===== src/rtl/hi14a_pkg.sv =====
// Shared types and constants for the ISO14443-A receive core.
// Holds the operating-mode codes, default sizing constants and the
// filter output width helper.
package hi14a_pkg;

   typedef enum logic [2:0] {
      MODE_SNIFFER       = 3'd0,
      MODE_TAGSIM_LISTEN = 3'd1,
      MODE_TAGSIM_MOD    = 3'd2,
      MODE_READER_LISTEN = 3'd3,
      MODE_READER_MOD    = 3'd4
   } mode_t;

   localparam int unsigned ADC_W_DEF    = 8;
   localparam int unsigned WIN_LOG2_DEF = 4;

   // Filter output width: 2*a + b - (2*c + d) needs three extra bits, signed.
   function automatic int unsigned filt_w(input int unsigned adc_w);
      return adc_w + 3;
   endfunction

endpackage


===== src/rtl/hi14a_edge_filter.sv =====
// Derivative filter: four-deep sample history and
// y = (2*x4 + x3) - (2*x + x1), signed, one tick of history per clock.
// Ports:
//   i_clk  clock (rising edge)
//   i_rst  synchronous active-high reset
//   i_x    current unsigned ADC sample
//   o_y    signed filter output for the current sample (combinational)
module hi14a_edge_filter
   import hi14a_pkg::*;
#(
   parameter int unsigned ADC_W = ADC_W_DEF,
   parameter int unsigned YW    = filt_w(ADC_W)
) (
   input  logic                 i_clk,
   input  logic                 i_rst,
   input  logic [ADC_W-1:0]     i_x,
   output logic signed [YW-1:0] o_y
);

   logic [ADC_W-1:0] r_x1, r_x2, r_x3, r_x4;
   logic [YW-1:0]    w_old;
   logic [YW-1:0]    w_new;

   // Sample history, x1 newest.
   always_ff @(posedge i_clk) begin
      if (i_rst) begin
         r_x1 <= '0;
         r_x2 <= '0;
         r_x3 <= '0;
         r_x4 <= '0;
      end else begin
         r_x1 <= i_x;
         r_x2 <= r_x1;
         r_x3 <= r_x2;
         r_x4 <= r_x3;
      end
   end

   // Both partial sums are non-negative and fit in YW bits; the difference
   // wraps into a correct two's-complement result.
   assign w_old = (YW'(r_x4) << 1) + YW'(r_x3);
   assign w_new = (YW'(i_x) << 1) + YW'(r_x1);
   assign o_y   = $signed(w_old - w_new);

endmodule


===== src/rtl/hi_iso14443a_rx_core.sv =====
// ISO14443-A HF receive core: tag-modulation detector, reader-pause
// hysteresis comparator, byte packer and SSP serialiser to the ARM.
// Optional feature macro: HI14A_SNIFF_EN (sniffer byte = {reader, tag}).
// Ports:
//   ck_1356meg  carrier clock, all logic on rising edge
//   rst         synchronous active-high reset
//   mod_type    operating mode, captured at frame boundaries
//   adc_d       unsigned ADC sample
//   edge_thr    unsigned edge threshold
//   det_phase   in-window tick where the detector decides and clears
//   hyst_hi/lo  reader-on / reader-off levels
//   ssp_dout    ARM modulation bit
//   ssp_clk/ssp_frame/ssp_din  SSP link to the ARM
//   mod_sig_coil registered ssp_dout; carrier_en reader carrier enable
//   curbit      latest tag-modulation decision; dbg window half marker
module hi_iso14443a_rx_core
   import hi14a_pkg::*;
#(
   parameter int unsigned ADC_W    = ADC_W_DEF,
   parameter int unsigned WIN_LOG2 = WIN_LOG2_DEF,
   parameter int unsigned THR_W    = 8
) (
   input  logic                ck_1356meg,
   input  logic                rst,
   input  logic [2:0]          mod_type,
   input  logic [ADC_W-1:0]    adc_d,
   input  logic [THR_W-1:0]    edge_thr,
   input  logic [WIN_LOG2-1:0] det_phase,
   input  logic [ADC_W-1:0]    hyst_hi,
   input  logic [ADC_W-1:0]    hyst_lo,
   input  logic                ssp_dout,
   output logic                ssp_clk,
   output logic                ssp_frame,
   output logic                ssp_din,
   output logic                mod_sig_coil,
   output logic                carrier_en,
   output logic                curbit,
   output logic                dbg
);

   localparam int unsigned YW     = filt_w(ADC_W);
   localparam int unsigned CW     = WIN_LOG2 + 3;
   localparam int unsigned W      = 1 << WIN_LOG2;
   localparam int unsigned BYTE_W = 8;
   localparam logic signed [YW-1:0] Y_ZERO = '0;

   logic [CW-1:0]          r_cnt;
   logic [2:0]             r_mode_q;
   logic signed [YW-1:0]   r_fall_max, r_rise_min;
   logic                   r_curbit, r_rd;
   logic [BYTE_W-1:0]      r_acc, r_tx;
   logic                   r_ssp_clk, r_ssp_frame, r_ssp_din;
   logic                   r_mod_sig_coil, r_carrier_en;

   logic signed [YW-1:0]   w_y, w_thr, w_nthr;
   logic [WIN_LOG2-1:0]    w_win;
   logic                   w_bound, w_win0, w_whalf;
   logic                   w_shift_bit, w_sniff;
   logic [BYTE_W-1:0]      w_sniff_byte;

   assign w_win   = r_cnt[WIN_LOG2-1:0];
   assign w_bound = (r_cnt == '0);
   assign w_win0  = (w_win == '0);
   assign w_whalf = (w_win == WIN_LOG2'(W / 2));

   // Threshold is an unsigned magnitude; widen with zero fill.
   assign w_thr  = $signed(YW'(edge_thr));
   assign w_nthr = -w_thr;

   hi14a_edge_filter #(.ADC_W(ADC_W), .YW(YW)) u_filt (
      .i_clk (ck_1356meg),
      .i_rst (rst),
      .i_x   (adc_d),
      .o_y   (w_y)
   );

   // Free-running tick counter and mode capture at frame boundaries.
   always_ff @(posedge ck_1356meg) begin
      if (rst) begin
         r_cnt    <= '0;
         r_mode_q <= '0;
      end else begin
         r_cnt <= r_cnt + CW'(1);
         if (w_bound) r_mode_q <= mod_type;
      end
   end

   // Edge-pair detector: a window needs both a fall and a rise beyond thr.
   always_ff @(posedge ck_1356meg) begin
      if (rst) begin
         r_fall_max <= '0;
         r_rise_min <= '0;
         r_curbit   <= 1'b0;
      end else if (w_win == det_phase) begin
         r_curbit   <= (r_fall_max > w_thr) && (r_rise_min < w_nthr);
         r_fall_max <= '0;
         r_rise_min <= '0;
      end else if (w_y > Y_ZERO) begin
         if (w_y > r_fall_max) r_fall_max <= w_y;
      end else if (w_y < r_rise_min) begin
         r_rise_min <= w_y;
      end
   end

   // Reader-pause hysteresis; the "on" test has priority.
   always_ff @(posedge ck_1356meg) begin
      if (rst) begin
         r_rd <= 1'b1;
      end else if (adc_d >= hyst_hi) begin
         r_rd <= 1'b1;
      end else if (adc_d <= hyst_lo) begin
         r_rd <= 1'b0;
      end
   end

   assign w_shift_bit = (r_mode_q == MODE_READER_LISTEN) & r_curbit;

`ifdef HI14A_SNIFF_EN
   logic [3:0] r_reader_q, r_tag_q;

   assign w_sniff = (r_mode_q == MODE_SNIFFER);

   // Sniffer samples on even windows only: four reader and four tag bits.
   always_ff @(posedge ck_1356meg) begin
      if (rst) begin
         r_reader_q <= '0;
         r_tag_q    <= '0;
      end else if (w_sniff && w_win0 && !r_cnt[WIN_LOG2]) begin
         r_reader_q <= {r_reader_q[2:0], r_rd};
         r_tag_q    <= {r_tag_q[2:0], r_curbit};
      end
   end

   assign w_sniff_byte = {r_reader_q, r_tag_q};
`else
   assign w_sniff      = 1'b0;
   assign w_sniff_byte = '0;
`endif

   // Byte packing and serial shift-out, one bit per window, MSB first.
   always_ff @(posedge ck_1356meg) begin
      if (rst) begin
         r_acc <= '0;
         r_tx  <= '0;
      end else if (w_win0) begin
         r_tx <= w_bound ? r_acc : {r_tx[BYTE_W-2:0], 1'b0};
         if (!w_sniff)     r_acc <= {r_acc[BYTE_W-2:0], w_shift_bit};
         else if (w_bound) r_acc <= w_sniff_byte;
      end
   end

   // SSP strobes, data and coil / carrier drive.
   always_ff @(posedge ck_1356meg) begin
      if (rst) begin
         r_ssp_clk      <= 1'b0;
         r_ssp_frame    <= 1'b0;
         r_ssp_din      <= 1'b0;
         r_mod_sig_coil <= 1'b0;
         r_carrier_en   <= 1'b0;
      end else begin
         if (w_win0)       r_ssp_clk <= 1'b1;
         else if (w_whalf) r_ssp_clk <= 1'b0;
         if (r_cnt == CW'(W / 2 - 1))          r_ssp_frame <= 1'b1;
         else if (r_cnt == CW'(W / 2 - 1 + W)) r_ssp_frame <= 1'b0;
         r_ssp_din      <= r_tx[BYTE_W-1];
         r_mod_sig_coil <= ssp_dout;
         r_carrier_en   <= (r_mode_q == MODE_READER_LISTEN) |
                           ((r_mode_q == MODE_READER_MOD) & ~ssp_dout);
      end
   end

   assign ssp_clk      = r_ssp_clk;
   assign ssp_frame    = r_ssp_frame;
   assign ssp_din      = r_ssp_din;
   assign mod_sig_coil = r_mod_sig_coil;
   assign carrier_en   = r_carrier_en;
   assign curbit       = r_curbit;
   assign dbg          = r_cnt[WIN_LOG2-1];

endmodule

===== config.mk =====
export PLATFORM = sky130hd
export DESIGN_NAME = hi_iso14443a_rx_core
export DESIGN_NICKNAME = d
export VERILOG_FILES = /design/src/rtl/hi14a_pkg.sv /design/src/rtl/hi14a_edge_filter.sv /design/src/rtl/hi_iso14443a_rx_core.sv
export SDC_FILE = /design/constraint.sdc
export NUM_CORES = 1
export LEC_CHECK = 0
export ABC_AREA = 1
export CAP_MARGIN = 10
export CORE_MARGIN = 4
export CORE_UTILIZATION = 50
export CTS_CLUSTER_DIAMETER = 200
export DETAILED_ROUTE_END_ITERATION = 8
export GPL_ROUTABILITY_DRIVEN = 0
export HOLD_SLACK_MARGIN = 0.1
export MAX_ROUTING_LAYER = met4
export PLACE_DENSITY = 0.71
export SLEW_MARGIN = 20
export SYNTH_ARGS = -nofsm -noshare
export SYNTH_HDL_FRONTEND = slang
export SYNTH_SLANG_ARGS = --single-unit

===== constraint.sdc =====
create_clock -name ck_1356meg -period 7.6 [get_ports ck_1356meg]
set_clock_uncertainty 0.1 [all_clocks]
set_input_delay 2.28 -clock ck_1356meg [delete_from_list [all_inputs] [get_ports ck_1356meg]]
set_output_delay 2.28 -clock ck_1356meg [all_outputs]
set_load 0.02 [all_outputs]

==> run metrics <==
vias=4408; count of flip-flops with a built-in enable after synthesis=0; asr flop ratio synth=0%; Post-Synthesis Cells=736; hold depth=2; Rows=37; root buffer cell=clkbuf_8; input/output buffers=32; Synth area leader=dfxtp_1; clock transition at the registers of the reported paths=0.09 ns; syn_nets=846; slew at the pin with the worst max-slew slack=0.701 ns; post-synthesis xor/xnor area fraction=3.64%; top achievable clock speed=155 MHz; Synth Area in Adders=approximately 17%; simple-gate share of the synthesized area=23.6%; DR iter-0 viols=186; die height=between 100 and 150 um; largest net degree at the start of global routing=47; CTS Buf Count=9; GRT Util Overall=between 10% and 20%; most area-consuming cells after synthesis=dfxtp_1 (33%), ha_1 (15%), inv_1 (9.9%); largest family of logic cells by synthesized area=simple AND/OR/NAND/NOR gates; Reg power frac=about 40%; total I/O pin count=between 40 and 50; final wirelength=just under 10000 um; setup TNS=0 ns; vias in the first global route=4260; vias per cell=4.87; sequential area share after synthesis=32.5%; Multi-input gate area=2960 sq um; minimum clock period=6.46 ns; Synth Area in Compound Gates=12.0%; first-pass GRT wire length=17800 um; pre-CTS setup slack=0.788 ns; post-CTS setup buffer count=0; most frequent cells in the layout=inv_1 (140), nand2_1 (136), dfxtp_1 (86); fin crit share=between 80 and 90%; Clock Power Share=28.4%; max-capacitance violation count=0; CP Capture Type=register; Worst Path Max Fanout=17; number of iterations in the first detailed-routing pass=4; # hold bufs at CTS=0; Critical Path Source Type=input port; Leakage Power=2.96 nW; Chip Width=between 100 and 150 um; Slew HR=53.1%; H-tree levels=3; storage element area=1720 sq um; # setup viols final=0; Area growth syn-to-layout=12.6%; DRT antenna net count=0; Initial Utilization=51.2%; Mapped Area=5290 sq um; Min Hold Slack=0.304 ns; Hold WC Path Type=register to register; Total Nets Final=876; Clock Path Buffers=2; post_cts resized=0; top cell type's share of synthesized area=about a third; Slew Limit Fails=0; Filler cells=between 900 and 1000; critical path type=input port to register; logic gate share of total power=32.4%; post-synthesis cell type count=39; multiplexer share of the synthesized area=0%; cell count of the worst reg-to-reg path=25; Yosys reg bits=86; Synth Flop Type=dfxtp_1; TritonCTS clock tree=yes; TritonCTS Sinks=86; crit path DAT=around 6.7 ns; VDD IR max=~140 uV; RSZ-0062 raised after global routing=no; Power Density=~230 nW/um^2; DRC Markers=0; YS warnings=0; Final Instance Area=~6000 sq um; Clock Latency Late Sink=0.36 ns; routed len/inst=10.9 um; commonest non-fill, non-tap cell in the layout=inv_1; net switching power=around 0.46 mW; layout cell share with drive strength beyond 1=6.10%; DP Area=5710 sq um; Remaining Overflow, GRT=0; Req. time, crit path=7.80 ns; internal power=0.894 mW; status=finished, final reports clean; n_diodes=0; Fin. Hold Viols=0; DP HPWL=a little under 8000 um; die area=between 10000 and 15000 sq um; Final WS setup=1.14 ns; initial antenna violation count=0; syn avg cell area=7.19 sq um; Switching Fraction=34.2%; core area=10300 sq um
power by group through the flow:
stage / registers, mW / clock network [mW] / logic [mW]
floorplan: 0.534 / 0 / 0.351
global placement: 0.542 / 0 / 0.424
detailed placement: 0.543 / 0 / 0.441
CTS: 0.533 / 0.400 / 0.443
global route: 0.538 / 0.416 / 0.520
finish: 0.533 / 0.386 / 0.441
synth_stat cells (all sizes together) (2+ instances only):
cell type / number
ha: 65
xor2: 14
or2: 2
buf: 4
o2111ai: 2
dfxtp: 86
nor3: 9
a21oi: 63
o21ai: 39
inv: 142
nor2: 93
o211ai: 4
clkbuf: 10
xnor2: 8
nand2: 144
nor4: 2
nand4: 12
fa: 3
nand3: 24
a211oi: 3
o21bai: 2
path summary, 6_finish.rpt:
kind | startpoint | slack [ns] | end
max reg2reg | u_filt.r_x3[1]$_SDFF_PP0_ | 3.07 | r_rise_min[5]$_SDFFE_PP0P_
max | adc_d[0] | 1.14 | r_rise_min[5]$_SDFFE_PP0P_
min | u_filt.r_x2[4]$_SDFF_PP0_ | 0.30 | u_filt.r_x3[4]$_SDFF_PP0_
min reg2reg | u_filt.r_x2[4]$_SDFF_PP0_ | 0.30 | u_filt.r_x3[4]$_SDFF_PP0_
sequential cells by signal (all words and copies together), names as in the netlist, 3 cells and up:
| name | flops |
|---|---|
| r_tx | 8 |
| u_filt.r_x1 | 8 |
| r_cnt | 7 |
| r_acc | 8 |
| u_filt.r_x3 | 8 |
| r_mode_q | 3 |
| r_rise_min | 11 |
| u_filt.r_x2 | 8 |
| u_filt.r_x4 | 8 |
| r_fall_max | 11 |
through the flow:
stage	cells	power [mW]	util [%]
finish	906	1.36	57.7
global route	906	1.47	57.7
CTS	906	1.38	57.7
detailed placement	891	0.983	55.3
global placement	891	0.965	55.3
floorplan	736	0.885	-
logic make-up after synthesis:
kind of cell               Yosys count
and+or+nand+nor                    287
buffers and inverters              157
xor gates and xnor gates            22
adders and majority gates           68
DFF                                 86
AOI/OAI and AO/OA                  116
routing by layer:
layer	part of all wire (%)	routed length (um)	vias to the layer above	track usage, %
met3	2.2	217	13	2.18
met4	1.6	163	0	7.72
met1	47	4690	1971	20.3
li1	-	-	2380	-
met2	49	4830	44	30.5
met5	0	0	-	-
worst max-delay path: stages:
cell	delay, ns
clkdlybuf4s50_1	0.43
ha_1	0.25
fa_1	0.41
nand3_1	0.10
nand2_1	0.08
a21oi_1	0.15
o21ai_0	0.14
xor2_1	0.17
ha_1	0.37
a21oi_1	0.15
o21a_1	0.13
nand2_1	0.07
or2_2	0.27
nand2_1	0.15
inv_1	0.12
ha_1	0.30
nand2_1	0.05
nor2_1	0.14
nand3_1	0.10
o2111ai_1	0.09
nand2_1	0.06
o21ai_0	0.07
inv_1	0.10
nand2_4	0.18
o21ai_0	0.13
a21oi_1	0.15
cell type report:
cell class / count / area share [%]
clock buffers: 10 / 2.31
flip-flops and latches: 86 / 28.9
well taps: 136 / 2.86
inverters: 143 / 9.01
multi-input cells: 493 / 49.6
repair buffers: 33 / 5.50
clock inverters: 5 / 1.78
Power figures use the tool's default switching activity.
